File: src/rtl/vid_cnt11.sv
// Programmable-period video timing counter with terminal-count pulse,
// set/clear compare match pulses and a registered window flag.
module vid_cnt11 #(
   parameter int                WIDTH      = 11,
   parameter logic [WIDTH-1:0]  PERIOD_RST = 11'h7FF
) (
   input  logic             sys_clk,
   input  logic             reset,
   input  logic             cnt_en,
   input  logic [WIDTH-1:0] din,
   input  logic             period_wr,
   input  logic             set_wr,
   input  logic             clr_wr,
   input  logic             cnt_clr,
   output logic [WIDTH-1:0] cnt,
   output logic             tc,
   output logic             win,
   output logic             match_set,
   output logic             match_clr
);

   localparam logic [WIDTH-1:0] ZERO_C = {WIDTH{1'b0}};
   localparam logic [WIDTH-1:0] ONE_C  = {{(WIDTH-1){1'b0}}, 1'b1};
   localparam logic [WIDTH-1:0] ONES_C = {WIDTH{1'b1}};

   logic [WIDTH-1:0] cnt_r;
   logic [WIDTH-1:0] period_r;
   logic [WIDTH-1:0] setv_r;
   logic [WIDTH-1:0] clrv_r;
   logic             tc_r;
   logic             win_r;
   logic             match_set_r;
   logic             match_clr_r;

   logic [WIDTH-1:0] cnt_nxt_s;
   logic             tc_nxt_s;
   logic             win_nxt_s;
   logic             hit_set_s;
   logic             hit_clr_s;

   // Next count and terminal-count; an exact period compare means a period
   // rewritten below the count lets the counter run through 7FF silently.
   always_comb begin
      cnt_nxt_s = cnt_r;
      tc_nxt_s  = 1'b0;
      if (cnt_clr) begin
         cnt_nxt_s = ZERO_C;
         tc_nxt_s  = 1'b0;
      end else if (cnt_en && (cnt_r == period_r)) begin
         cnt_nxt_s = ZERO_C;
         tc_nxt_s  = 1'b1;
      end else if (cnt_en) begin
         cnt_nxt_s = cnt_r + ONE_C;
         tc_nxt_s  = 1'b0;
      end else begin
         cnt_nxt_s = cnt_r;
         tc_nxt_s  = 1'b0;
      end
   end

   // Compare matches on the pre-update count and the window set/clear decision.
   always_comb begin
      hit_set_s = cnt_en & ~cnt_clr & (cnt_r == setv_r);
      hit_clr_s = cnt_en & ~cnt_clr & (cnt_r == clrv_r);
      win_nxt_s = win_r;
      if (hit_clr_s) begin
         win_nxt_s = 1'b0;
      end else if (hit_set_s) begin
         win_nxt_s = 1'b1;
      end else begin
         win_nxt_s = win_r;
      end
   end

   // Counter, pulse and window flops.
   always_ff @(posedge sys_clk) begin
      if (reset) begin
         cnt_r       <= ZERO_C;
         tc_r        <= 1'b0;
         win_r       <= 1'b0;
         match_set_r <= 1'b0;
         match_clr_r <= 1'b0;
      end else begin
         cnt_r       <= cnt_nxt_s;
         tc_r        <= tc_nxt_s;
         win_r       <= win_nxt_s;
         match_set_r <= hit_set_s;
         match_clr_r <= hit_clr_s;
      end
   end

   // Programming registers; a write only affects compares from the next cycle.
   always_ff @(posedge sys_clk) begin
      if (reset) begin
         period_r <= PERIOD_RST;
         setv_r   <= ONES_C;
         clrv_r   <= ONES_C;
      end else begin
         if (period_wr) begin
            period_r <= din;
         end
         if (set_wr) begin
            setv_r <= din;
         end
         if (clr_wr) begin
            clrv_r <= din;
         end
      end
   end

   assign cnt       = cnt_r;
   assign tc        = tc_r;
   assign win       = win_r;
   assign match_set = match_set_r;
   assign match_clr = match_clr_r;

endmodule

File: config.mk
export PLATFORM = sky130hd
export DESIGN_NAME = vid_cnt11
export DESIGN_NICKNAME = d
export VERILOG_FILES = /design/src/rtl/vid_cnt11.sv
export SDC_FILE = /design/constraint.sdc
export NUM_CORES = 1
export LEC_CHECK = 0
export CAP_MARGIN = 15
export CORE_ASPECT_RATIO = 1.5
export CORE_UTILIZATION = 53
export CTS_BUF_LIST = sky130_fd_sc_hd__clkbuf_16
export DETAILED_ROUTE_END_ITERATION = 10
export PLACE_DENSITY = 0.77
export REMOVE_ABC_BUFFERS = 1
export SLEW_MARGIN = 15
export SYNTH_ARGS = -nofsm -noshare
export SYNTH_HDL_FRONTEND = slang
export SYNTH_SLANG_ARGS = --single-unit
export TNS_END_PERCENT = 1
File: constraint.sdc
create_clock -name sys_clk -period 1.8 [get_ports sys_clk]
set_clock_uncertainty 0.1 [all_clocks]
set_input_delay 0.36 -clock sys_clk [delete_from_list [all_inputs] [get_ports sys_clk]]
set_output_delay 0.36 -clock sys_clk [all_outputs]
set_load 0.02 [all_outputs]
==> results of run 1 <==
[flip-flops by register name, indices dropped and copies added, names as in the netlist]
signal / cells
period_r: 11
clrv_r: 11
cnt: 11
win: 1
tc: 1
match_set: 1
match_clr: 1
setv_r: 11
[metrics by stage]
step | utilization | instance area (µm²) | TNS, ns | worst slack (ns) | cells
after floorplan | - | 2110 | -0.866 | -0.0788 | 204
after global placement | 0.673 | 2660 | -0.294 | -0.163 | 300
after detailed placement | 0.673 | 2660 | -0.393 | -0.157 | 300
after CTS | 0.705 | 2790 | 0 | 0.0138 | 308
after global routing | 0.706 | 2790 | 0 | 0.0275 | 308
final | 0.706 | 2790 | 0 | 0.0702 | 308
[final cells by class]
type	count	area [µm²]
clock buffer	5	125
tap	45	56.3
clock inverter	3	11.3
timing repair buffer	51	493
sequential	48	962
multi-input combinational	156	1150
fill	317	1160
[power by group]
group	leakage, nW	switching [mW]	internal [mW]
clock network	0.0738	0.362	0.499
registers	0.397	0.0365	1.12
logic	0.637	0.109	0.145
[path summary, 6_finish.rpt]
path                     startpoint                      to  slack (ns)
min          setv_r[8]$_SDFFE_PP1P_  setv_r[8]$_SDFFE_PP1P_        0.49
max reg2reg     cnt[8]$_SDFFE_PP0P_        win$_SDFFE_PP0P_        0.17
min reg2reg  setv_r[8]$_SDFFE_PP1P_  setv_r[8]$_SDFFE_PP1P_        0.49
max                win$_SDFFE_PP0P_                     win        0.07
[logic make-up (layout without fill, tap and decap cells)]
kind of cell               count (synthesis)  after routing
AOI/OAI and AO/OA                         34             34
buffers and inverters                     23             59
adders and majority gates                  1              1
and+or+nand+nor                           77             77
xor gates and xnor gates                  43             43
muxes                                      1              1
DFF                                       48             48
[placed cells by master (no fill, tap or decap)]
cell type / instances
a211o_1: 33
a31oi_1: 1
and3_1: 1
buf_12: 3
buf_4: 16
clkbuf_16: 5
clkdlybuf4s50_1: 23
clkinv_1: 1
dfxtp_1: 47
dfxtp_2: 1
dlygate4sd2_1: 8
dlymetal6s2s_1: 1
ha_1: 1
inv_1: 2
mux2i_1: 1
nand2_1: 4
nand2b_1: 1
nand3_1: 1
nand4_1: 10
nor2_1: 4
nor2b_1: 33
nor3_1: 16
nor4_1: 4
nor4_2: 1
or2_2: 1
or4_4: 1
xnor2_1: 25
xor2_1: 18
[layer usage]
metal / vias up / GRT usage
met5: - / 0
met4: 0 / 0.110
met3: 9 / 0.0562
met2: 47 / 0.420
met1: 792 / 0.290
li1: 863 / -
==> impl_summary.log, run 1 <==
INFO  metric run_status = complete, no violations
INFO  metric critical-path-max-stage-delay = 0.63 ns
INFO  metric placement.io_buffers = 32
INFO  metric final.min_clock_period = 1.73 ns
INFO  metric grt_start_max_net_pins = 25
INFO  metric ant_nets = 0
INFO  metric worst_hold_check_path_type = reg2reg
INFO  metric synthesis_stage_register_bit_count = 48
INFO  metric cts-resized-gates = 9
INFO  metric met2_length = 2510 µm
INFO  metric synth_enable_flop_cells = 0
INFO  metric synth_area_leaders = dfxtp_1 43%, a211o_1 13%, xnor2_1 9.9%
INFO  metric cpLargestDelayFamily = buffers and inverters
INFO  metric placeableCoreArea = 0.00396 mm²
INFO  metric post_cts_buffers = 0
INFO  metric critical_path.cell_chain = clkdlybuf4s50_1
INFO  metric path_max_fanout = 2
INFO  metric htree_num_levels = 2
INFO  metric yosysTopAreaCell = dfxtp_1
INFO  metric slew_headroom = 0.703
INFO  metric die_y = 81.2 µm
INFO  metric placer_congestion_estimate = 0.878
INFO  metric cellPowerDensity = 812 mW/mm²
INFO  metric count_of_standard_cell_rows = 28
INFO  metric met1Wirelength = 2050 µm
INFO  metric die_area = 0.00445 mm²
INFO  metric average_cell_area_after_synthesis = 9.77 µm²
INFO  metric grt_antenna_before_repair = 0
INFO  metric netlist.area_leader.share = 0.433
INFO  metric fmaxAchievable = 578 MHz
INFO  metric max-vdd-ir-drop = 738 µV
INFO  metric first_global_vias = 1622
INFO  metric grt_overflow = 0
INFO  metric final-max-slew-violation-count = 0
INFO  metric drtIter0Drc = 51
INFO  metric finalSetupViolations = 0
INFO  metric num-nets-final = 281
INFO  metric cellLeakagePower = 1.11 nW
INFO  metric fraction_of_the_mapped_netlist_area_in_simple_logic_gates = 0.204
INFO  metric hold_buffers = 0
INFO  metric cp_data_arrival_time = 1.27 ns
INFO  metric yosys.area_share.adder = 0.00564
INFO  metric synth.lib_cells_used.distinct = 24
INFO  metric post_synth_xor_area_fraction = 0.170
INFO  metric syn-cell-area = 0.00222 mm²
INFO  metric die_width = 54.8 µm
INFO  metric grt_pass1_wl = 7680 µm
INFO  metric vias = 1711
INFO  metric setup_repair_after_global_routing_missed_its_margin = false
INFO  metric path_buf_inv = 1
INFO  metric diodes = 0
INFO  metric crit_slowest_cell = clkdlybuf4s50_1
INFO  metric tightest_slew = 0.441 ns
INFO  metric worst_setup_hold_path_clk_slew = 0.06 ns
INFO  metric worst_skew_pair.late_latency = 0.28 ns
INFO  metric finalHoldWorstSlack = 0.486 ns
INFO  metric clockBufferDepth = 2
INFO  metric fraction_of_final_layout_cells_with_drive_strength_greater_than_1 = 0.106
INFO  metric synth-seq-area-share = 0.433
INFO  metric clock_tree_from_tritoncts = done
INFO  metric area_growth_syn_to_layout = 26.0%
INFO  metric postSynthCellCount = 227
INFO  metric routed_wirelength = 4870 µm
INFO  metric remaining_drc_errors = 0
INFO  metric maxCapViolations = 0
INFO  metric synth_top_flop_cell = dfxtp_1
INFO  metric ys_warn_count = 0
INFO  metric drt-wirelength-per-cell = 15.8 µm
INFO  metric io_pins = 33
INFO  metric route.met3.wl = 183 µm
INFO  metric power.total = 2.27 mW
INFO  metric synth-async-reset-ratio = 0
INFO  metric detailedRoute.firstPassIterationCount = 4
INFO  metric synthTopCellsByCount = 48 x dfxtp_1, 33 x a211o_1, 33 x nor2b_1, 25 x xnor2_1, 18 x xor2_1
INFO  metric initial_core_util = 0.560
INFO  metric muxShareOfSynthArea = 0.00451
INFO  metric reg2reg_depth = 6
INFO  metric post-synth-top-count-cell = dfxtp_1
INFO  metric cts_num_sinks = 48
INFO  metric groute.usage.overall = 0.250
INFO  metric final_hold_viol_count = 0
INFO  metric half_perimeter_wire_length_of_the_detailed_placement_result = 3450 µm
INFO  metric hold_path_cells = 2
INFO  metric cts_inserted_buffers = 5
INFO  metric number_of_logic_stages_on_the_critical_path_including_buffering = 1
INFO  metric dr.max_layer_used = met4
INFO  metric cp_data_required_time = 1.34 ns
INFO  metric vias_per_cell = 5.56
INFO  metric cts.root.buffer_cell = clkbuf_16
INFO  metric min_period_over_period = 0.961
INFO  metric synth_compound_area_frac = 0.133
INFO  metric critical_path.endpoint_type = output pin
INFO  metric type_of_the_worst_setup_path = reg2out
INFO  metric critical_path.startpoint_type = register
INFO  metric main_combinational_cell_family_by_area_after_synthesis = simple AND/OR/NAND/NOR gates
Power figures use the tool's default switching activity.
==> run 2: changes to the inputs <==
--- a/config.mk
+++ b/config.mk
@@ -7,10 +7,10 @@
 export LEC_CHECK = 0
 export CAP_MARGIN = 15
 export CORE_ASPECT_RATIO = 1.5
-export CORE_UTILIZATION = 53
+export CORE_UTILIZATION = 36
 export CTS_BUF_LIST = sky130_fd_sc_hd__clkbuf_16
 export DETAILED_ROUTE_END_ITERATION = 10
-export PLACE_DENSITY = 0.77
+export PLACE_DENSITY = 0.56
 export REMOVE_ABC_BUFFERS = 1
 export SLEW_MARGIN = 15
 export SYNTH_ARGS = -nofsm -noshare
==> impl_summary.log, run 2 (synthesis results as in run 1) <==
INFO  metric run_status = complete, no violations
INFO  metric max-vdd-ir-drop = 456 µV (-38%)
INFO  metric ant_nets = 0 (unchanged)
INFO  metric cts_inserted_buffers = 5 (unchanged)
INFO  metric critical_path.endpoint_type = register
INFO  metric cts.root.buffer_cell = clkbuf_16
INFO  metric vias = 1666 (-2.6%)
INFO  metric worst_skew_pair.late_latency = 0.28 ns (about the same)
INFO  metric worst_hold_check_path_type = reg2reg
INFO  metric first_global_vias = 1615 (-0.43%)
INFO  metric drtIter0Drc = 59 (+16%)
INFO  metric die_area = 0.00648 mm² (+46%)
INFO  metric die_y = 98.1 µm (+21%)
INFO  metric hold_buffers = 0 (unchanged)
INFO  metric count_of_standard_cell_rows = 34 (+21%)
INFO  metric final_hold_viol_count = 0 (unchanged)
INFO  metric placement.io_buffers = 32 (unchanged)
INFO  metric type_of_the_worst_setup_path = in2reg
INFO  metric layout.cells.most_common_list = 45 x dfxtp_1, 33 x nor2b_1, 33 x a211o_1
INFO  metric mostFrequentLayoutCell = dfxtp_1
INFO  metric worst_setup_hold_path_clk_slew = 0.06 ns (about the same)
INFO  metric fillers = 575 (+81%)
INFO  metric critical_path.cell_chain = clkdlybuf4s50_1 > nand2b_1 > or4_4 > nor3_2 > nor3_1
INFO  metric dp_cells = 325 (+8.3%)
INFO  metric cp_data_required_time = 1.85 ns (+0.51 ns)
INFO  metric grt_antenna_before_repair = 0 (unchanged)
INFO  metric cpLargestDelayFamily = simple AND/OR/NAND/NOR gates
INFO  metric htree_num_levels = 2 (unchanged)
INFO  metric tightest_slew = 0.452 ns (+0.0110 ns)
INFO  metric dp_worst_setup_slack = -0.211 ns (-0.0535 ns)
INFO  metric die_width = 66.1 µm (+21%)
INFO  metric area_growth_syn_to_layout = 27.2%
INFO  metric drt-wirelength-per-cell = 14.8 µm (-6.3%)
INFO  metric min_period_over_period = 0.934 (-0.0271)
INFO  metric final.min_clock_period = 1.68 ns (-0.0487 ns)
INFO  metric clockBufferDepth = 2 (unchanged)
INFO  metric diodes = 0 (unchanged)
INFO  metric routed_wirelength = 4930 µm (+1.3%)
INFO  metric io_pins = 33 (unchanged)
INFO  metric finalSetupViolations = 0 (unchanged)
INFO  metric crit_slowest_cell = or4_4
INFO  metric final_util = 0.480 (-0.225)
INFO  metric maxCapViolations = 0 (unchanged)
INFO  metric clock_tree_from_tritoncts = done
INFO  metric finalHoldWorstSlack = 0.443 ns (-0.0427 ns)
INFO  metric initial_core_util = 0.378 (-0.182)
INFO  metric setup_repair_after_global_routing_missed_its_margin = false
INFO  metric detailedRoute.firstPassIterationCount = 4 (unchanged)
INFO  metric post_cts_buffers = 0 (unchanged)
INFO  metric setup_tns = 0 ns (unchanged)
INFO  metric critical-path-max-stage-delay = 0.55 ns (-0.08 ns)
INFO  metric grt_start_max_net_pins = 37 (+48%)
INFO  metric grt_pass1_wl = 8140 µm (+6.0%)
INFO  metric remaining_drc_errors = 0 (unchanged)
INFO  metric path_max_fanout = 2 (unchanged)
INFO  metric groute.usage.overall = 0.168 (-0.0822)
INFO  metric path_buf_inv = 1 (unchanged)
INFO  metric vias_per_cell = 5.00 (-9.9%)
INFO  metric fmaxAchievable = 595 MHz (+2.9%)
INFO  metric cellPowerDensity = 812 mW/mm² (about the same)
INFO  metric placer_congestion_estimate = 0.851 (-3.0%)
INFO  metric placeableCoreArea = 0.00587 mm² (+48%)
INFO  metric fraction_of_final_layout_cells_with_drive_strength_greater_than_1 = 0.119 (+0.0123)
INFO  metric critical_path.startpoint_type = input pin
INFO  metric num-nets-final = 279 (-0.71%)
INFO  metric cts_num_sinks = 48 (unchanged)
INFO  metric slew_headroom = 0.696 (-0.00742)
INFO  metric post-route-worst-setup-slack = 0.119 ns (+0.0487 ns)
INFO  metric cp_data_arrival_time = 1.73 ns (+0.46 ns)
INFO  metric filler_free_cell_count_of_the_finished_design = 333 (+8.1%)
INFO  metric cellLeakagePower = 1.10 nW (-0.48%)
INFO  metric half_perimeter_wire_length_of_the_detailed_placement_result = 3460 µm (+0.31%)
INFO  metric grt_overflow = 0 (unchanged)
INFO  metric final-max-slew-violation-count = 0 (unchanged)
run 2: changes by cell type in the layout (fill, tap and decap cells not counted), sizes merged:
cell	previous run	this run
clkdlybuf4s50	23	21
buf	19	17
dlygate4sd2	8	10
clkinv	1	3
inv	2	0
run 2: worst register-to-register path, cell delays in order (launching register included):
cell	delay, ns
dfxtp_1	0.46
xnor2_1	0.19
nand4_1	0.18
nor3_1	0.29
buf_4	0.21
nor3_1	0.06
run 2: layout make-up:
class | count | area (µm²) | area share
repair buffers | 49 | 475 | 0.169
clock buffers | 5 | 125 | 0.0444
multi-input cells | 156 | 1150 | 0.408
clock inverters | 3 | 13.8 | 0.00488
well taps | 72 | 90.1 | 0.0319
flip-flops and latches | 48 | 965 | 0.342
run 2: what timing repair did:
action                     CTS  global route
setup endpoints to repair   10             2
resized for setup           13             2
pin swaps                    0             0
run 2: metrics by stage:
stage | power, mW | instance area, µm²
6_report | 2.29 | 2820
5_1_grt | 2.39 | 2820
4_1_cts | 2.32 | 2810
3_5_place_dp | 1.43 | 2680
3_3_place_gp | 1.43 | 2680
2_1_floorplan | 1.29 | 2110
run 2: path summary, 6_finish.rpt:
check | startpoint | to | slack [ns] | depth (start not counted)
min reg2reg | win$_SDFFE_PP0P_ | win$_SDFFE_PP0P_ | 0.44 | 2
max | cnt_clr | win$_SDFFE_PP0P_ | 0.12 | 5
max reg2reg | cnt[10]$_SDFFE_PP0P_ | cnt[2]$_SDFFE_PP0P_ | 0.20 | 5
min | win$_SDFFE_PP0P_ | win$_SDFFE_PP0P_ | 0.44 | 2
run 2: report_power, final:
part | leakage, nW | internal (mW) | switching, mW
logic | 0.634 | 0.147 | 0.111
registers | 0.398 | 1.12 | 0.0324
clock network | 0.0710 | 0.505 | 0.379
total | 1.10 | 1.77 | 0.523
run 2: routing by layer:
layer	share of wire	vias up	global-route usage	wire length [µm]
met5	0	-	0	0
met4	0.014	0	0.0540	67
met3	0.025	4	0.0280	124
met2	0.51	34	0.294	2530
met1	0.45	778	0.203	2210
li1	-	850	-	-
==> run 3: changes to the inputs <==
--- a/config.mk
+++ b/config.mk
@@ -6,11 +6,12 @@
 export NUM_CORES = 1
 export LEC_CHECK = 0
 export CAP_MARGIN = 15
+export CELL_PAD_IN_SITES_DETAIL_PLACEMENT = 0
+export CELL_PAD_IN_SITES_GLOBAL_PLACEMENT = 2
 export CORE_ASPECT_RATIO = 1.5
-export CORE_UTILIZATION = 36
-export CTS_BUF_LIST = sky130_fd_sc_hd__clkbuf_16
+export CORE_UTILIZATION = 33
 export DETAILED_ROUTE_END_ITERATION = 10
-export PLACE_DENSITY = 0.56
+export PLACE_DENSITY = 0.77
 export REMOVE_ABC_BUFFERS = 1
 export SLEW_MARGIN = 15
 export SYNTH_ARGS = -nofsm -noshare
==> impl_summary.log, run 3 (synthesis results as in run 1) <==
INFO  metric remaining_drc_errors = 0 (unchanged)
INFO  metric crit_slowest_cell = clkdlybuf4s50_1
INFO  metric net-switching-power = 0.501 mW (-4.2%)
INFO  metric fmaxAchievable = 572 MHz (-3.9%)
INFO  metric clock_tree_from_tritoncts = done
INFO  metric power.switching_fraction = 0.230 (+0.00179)
INFO  metric placement.io_buffers = 32 (unchanged)
INFO  metric cts_num_sinks = 48 (unchanged)
INFO  metric slew_headroom = 0.698 (+0.00195)
INFO  metric detailedRoute.firstPassIterationCount = 4 (unchanged)
INFO  metric finalSetupViolations = 0 (unchanged)
INFO  metric filler_free_cell_count_of_the_finished_design = 343 (+3.0%)
INFO  metric clock_network_power_share = 0.354 (-0.032)
INFO  metric worst_setup_path_endpoint = cnt[7]
INFO  metric setup_repair_after_global_routing_missed_its_margin = false
INFO  metric tightest_slew = 0.449 ns (-0.00290 ns)
INFO  metric fillers = 657 (+14%)
INFO  metric clockBufferDepth = 2 (unchanged)
INFO  metric io_pins = 33 (unchanged)
INFO  metric type_of_the_worst_setup_path = reg2out
INFO  metric hold_buffers = 0 (unchanged)
INFO  metric cts.root.buffer_cell = clkbuf_8
INFO  metric mostFrequentLayoutCell = dfxtp_1
INFO  metric final_util = 0.438 (-0.0425)
INFO  metric final-max-slew-violation-count = 0 (unchanged)
INFO  metric run_status = complete, no violations
INFO  metric placeableCoreArea = 0.00649 mm² (+10%)
INFO  metric dp_cells = 335 (+3.1%)
INFO  metric grt_start_max_net_pins = 23 (-38%)
INFO  metric max-vdd-ir-drop = 473 µV (+3.8%)
INFO  metric initial_core_util = 0.342 (-0.0358)
INFO  metric reg2reg_slack = 0.20 ns (about the same)
INFO  metric critical-path-max-stage-delay = 0.62 ns (+0.07 ns)
INFO  metric setup.worst_path.start = cnt[7]$_SDFFE_PP0P_
INFO  metric layout.cells.most_common_list = 46 x dfxtp_1, 33 x nor2b_1, 33 x a211o_1
INFO  metric vias = 1684 (+1.1%)
INFO  metric dp_worst_setup_slack = -0.172 ns (+0.0382 ns)
INFO  metric critical_path.startpoint_type = register
INFO  metric reg2reg_depth = 4 (-1)
INFO  metric internal-power = 1.68 mW (-5.1%)
INFO  metric die_y = 102 µm (+4.4%)
INFO  metric cpLargestDelayFamily = buffers and inverters
INFO  metric crit-reg2reg-launch = cnt[5]$_SDFFE_PP0P_
INFO  metric grt_antenna_before_repair = 0 (unchanged)
INFO  metric critical_path.cell_chain = clkdlybuf4s50_1
INFO  metric area_growth_syn_to_layout = 28.1%
INFO  metric cellLeakagePower = 1.12 nW (+1.3%)
INFO  metric maxCapViolations = 0 (unchanged)
INFO  metric fin_area = 0.00284 mm² (+0.71%)
INFO  metric standard_cell_area_after_detailed_placement = 0.00273 mm² (+1.9%)
INFO  metric fraction_of_final_layout_cells_with_drive_strength_greater_than_1 = 0.131 (+0.0123)
INFO  metric die_width = 68.9 µm (+4.3%)
INFO  metric path_max_fanout = 2 (unchanged)
INFO  metric grt_pass1_wl = 8570 µm (+5.2%)
INFO  metric pwr-share-comb = 0.119 (+0.006)
INFO  metric regToRegEndpoint = win$_SDFFE_PP0P_
INFO  metric finalHoldWorstSlack = 0.474 ns (+0.0311 ns)
INFO  metric routed_wirelength = 5250 µm (+6.5%)
INFO  metric worst_hold_check_path_type = reg2reg
INFO  metric drtIter0Drc = 39 (-34%)
INFO  metric setup_tns = 0 ns (unchanged)
INFO  metric half_perimeter_wire_length_of_the_detailed_placement_result = 3920 µm (+13%)
INFO  metric diodes = 0 (unchanged)
INFO  metric path_buf_inv = 1 (unchanged)
INFO  metric number_of_logic_stages_on_the_critical_path_including_buffering = 1 (-4)
INFO  metric power.total = 2.18 mW (-4.9%)
INFO  metric min_period_over_period = 0.972 (+0.0381)
INFO  metric drt-wirelength-per-cell = 15.3 µm (+3.4%)
INFO  metric worst_setup_hold_path_clk_slew = 0.09 ns (+0.03 ns)
INFO  metric cp_data_required_time = 1.34 ns (-0.51 ns)
INFO  metric post-route-worst-setup-slack = 0.0503 ns (-0.0686 ns)
INFO  metric groute.usage.overall = 0.171 (+0.00353)
INFO  metric ant_nets = 0 (unchanged)
INFO  metric cp_data_arrival_time = 1.29 ns (-0.44 ns)
INFO  metric critical_path.endpoint_type = output pin
INFO  metric cellPowerDensity = 767 mW/mm² (-5.6%)
INFO  metric cts_inserted_buffers = 5 (unchanged)
INFO  metric final.min_clock_period = 1.75 ns (+0.0686 ns)
INFO  metric worst_skew_pair.late_latency = 0.30 ns (+0.02 ns)
INFO  metric num-nets-final = 285 (+2.2%)
INFO  metric count_of_standard_cell_rows = 36 (+5.9%)
INFO  metric die_area = 0.00706 mm² (+8.9%)
INFO  metric vias_per_cell = 4.91 (-1.9%)
INFO  metric final_hold_viol_count = 0 (unchanged)
INFO  metric fraction_of_power_consumed_by_sequential_logic = 0.527 (+0.025)
INFO  metric placer_congestion_estimate = 0.794 (-6.8%)
INFO  metric grt_overflow = 0 (unchanged)
INFO  metric first_global_vias = 1664 (+3.0%)
INFO  metric htree_num_levels = 2 (unchanged)
==> run 3: cell types whose count changed in the layout (fill, tap and decap cells not counted), sizes merged <==
cell / previous run / this run
buf: 17 / 23
bufinv: 0 / 1
clkbuf: 5 / 6
clkdlybuf4s50: 21 / 24
clkinv: 3 / 1
dlygate4sd2: 10 / 6
dlymetal6s2s: 1 / 2
==> run 3: timing repair <==
action,4_1_cts,5_1_grt
setup endpoints to repair,6,2
gates cloned,0,0
pin swaps,0,0
gates resized for setup,8,2
setup buffers,0,0
==> run 3: worst reg2reg max path, stage by stage, from the launching register on <==
cell and delay [ns]:
dfxtp_1 0.47, xor2_1 0.15, or4_4 0.54, nor3_1 0.18
nor3_1 0.06
==> run 3: power by group through the flow <==
| stage | Clock (mW) | Combinational, mW | Sequential [mW] |
|---|---|---|---|
| floorplan | 0 | 0.125 | 1.17 |
| global placement | 0 | 0.260 | 1.17 |
| detailed placement | 0 | 0.261 | 1.17 |
| CTS | 0.805 | 0.262 | 1.15 |
| global route | 0.846 | 0.287 | 1.16 |
| finish | 0.770 | 0.259 | 1.15 |
==> run 3: metal layers <==
metal	track usage	part of all wire	routed length, µm	up-vias
met3	0.0268	0.022	113	6
li1	-	-	-	862
met4	0.0612	0.016	86	0
met5	0	0	0	-
met2	0.302	0.53	2770	28
met1	0.203	0.43	2280	788
==> run 3: area by class of cell <==
class,count,area [µm²],share of cell area
clock inverters,2,35.0,0.0123
repair buffers,55,528,0.186
multi-input cells,156,1150,0.404
well taps,76,95.1,0.0335
clock buffers,6,72.6,0.0256
flip-flops and latches,48,963,0.339
==> run 3: worst min-delay path by stage <==
stage                            from                     end  cells after the start  slack [ns]
2_1_floorplan                   reset    match_clr$_SDFF_PP0_                      1        0.33
5_1_grt        setv_r[6]$_SDFFE_PP1P_  setv_r[6]$_SDFFE_PP1P_                      2        0.52
3_3_place_gp   clrv_r[3]$_SDFFE_PP1P_  clrv_r[3]$_SDFFE_PP1P_                      2        0.46
4_1_cts        setv_r[3]$_SDFFE_PP1P_  setv_r[3]$_SDFFE_PP1P_                      2        0.49
6_report             win$_SDFFE_PP0P_        win$_SDFFE_PP0P_                      2        0.47
3_5_place_dp   setv_r[6]$_SDFFE_PP1P_  setv_r[6]$_SDFFE_PP1P_                      2        0.46
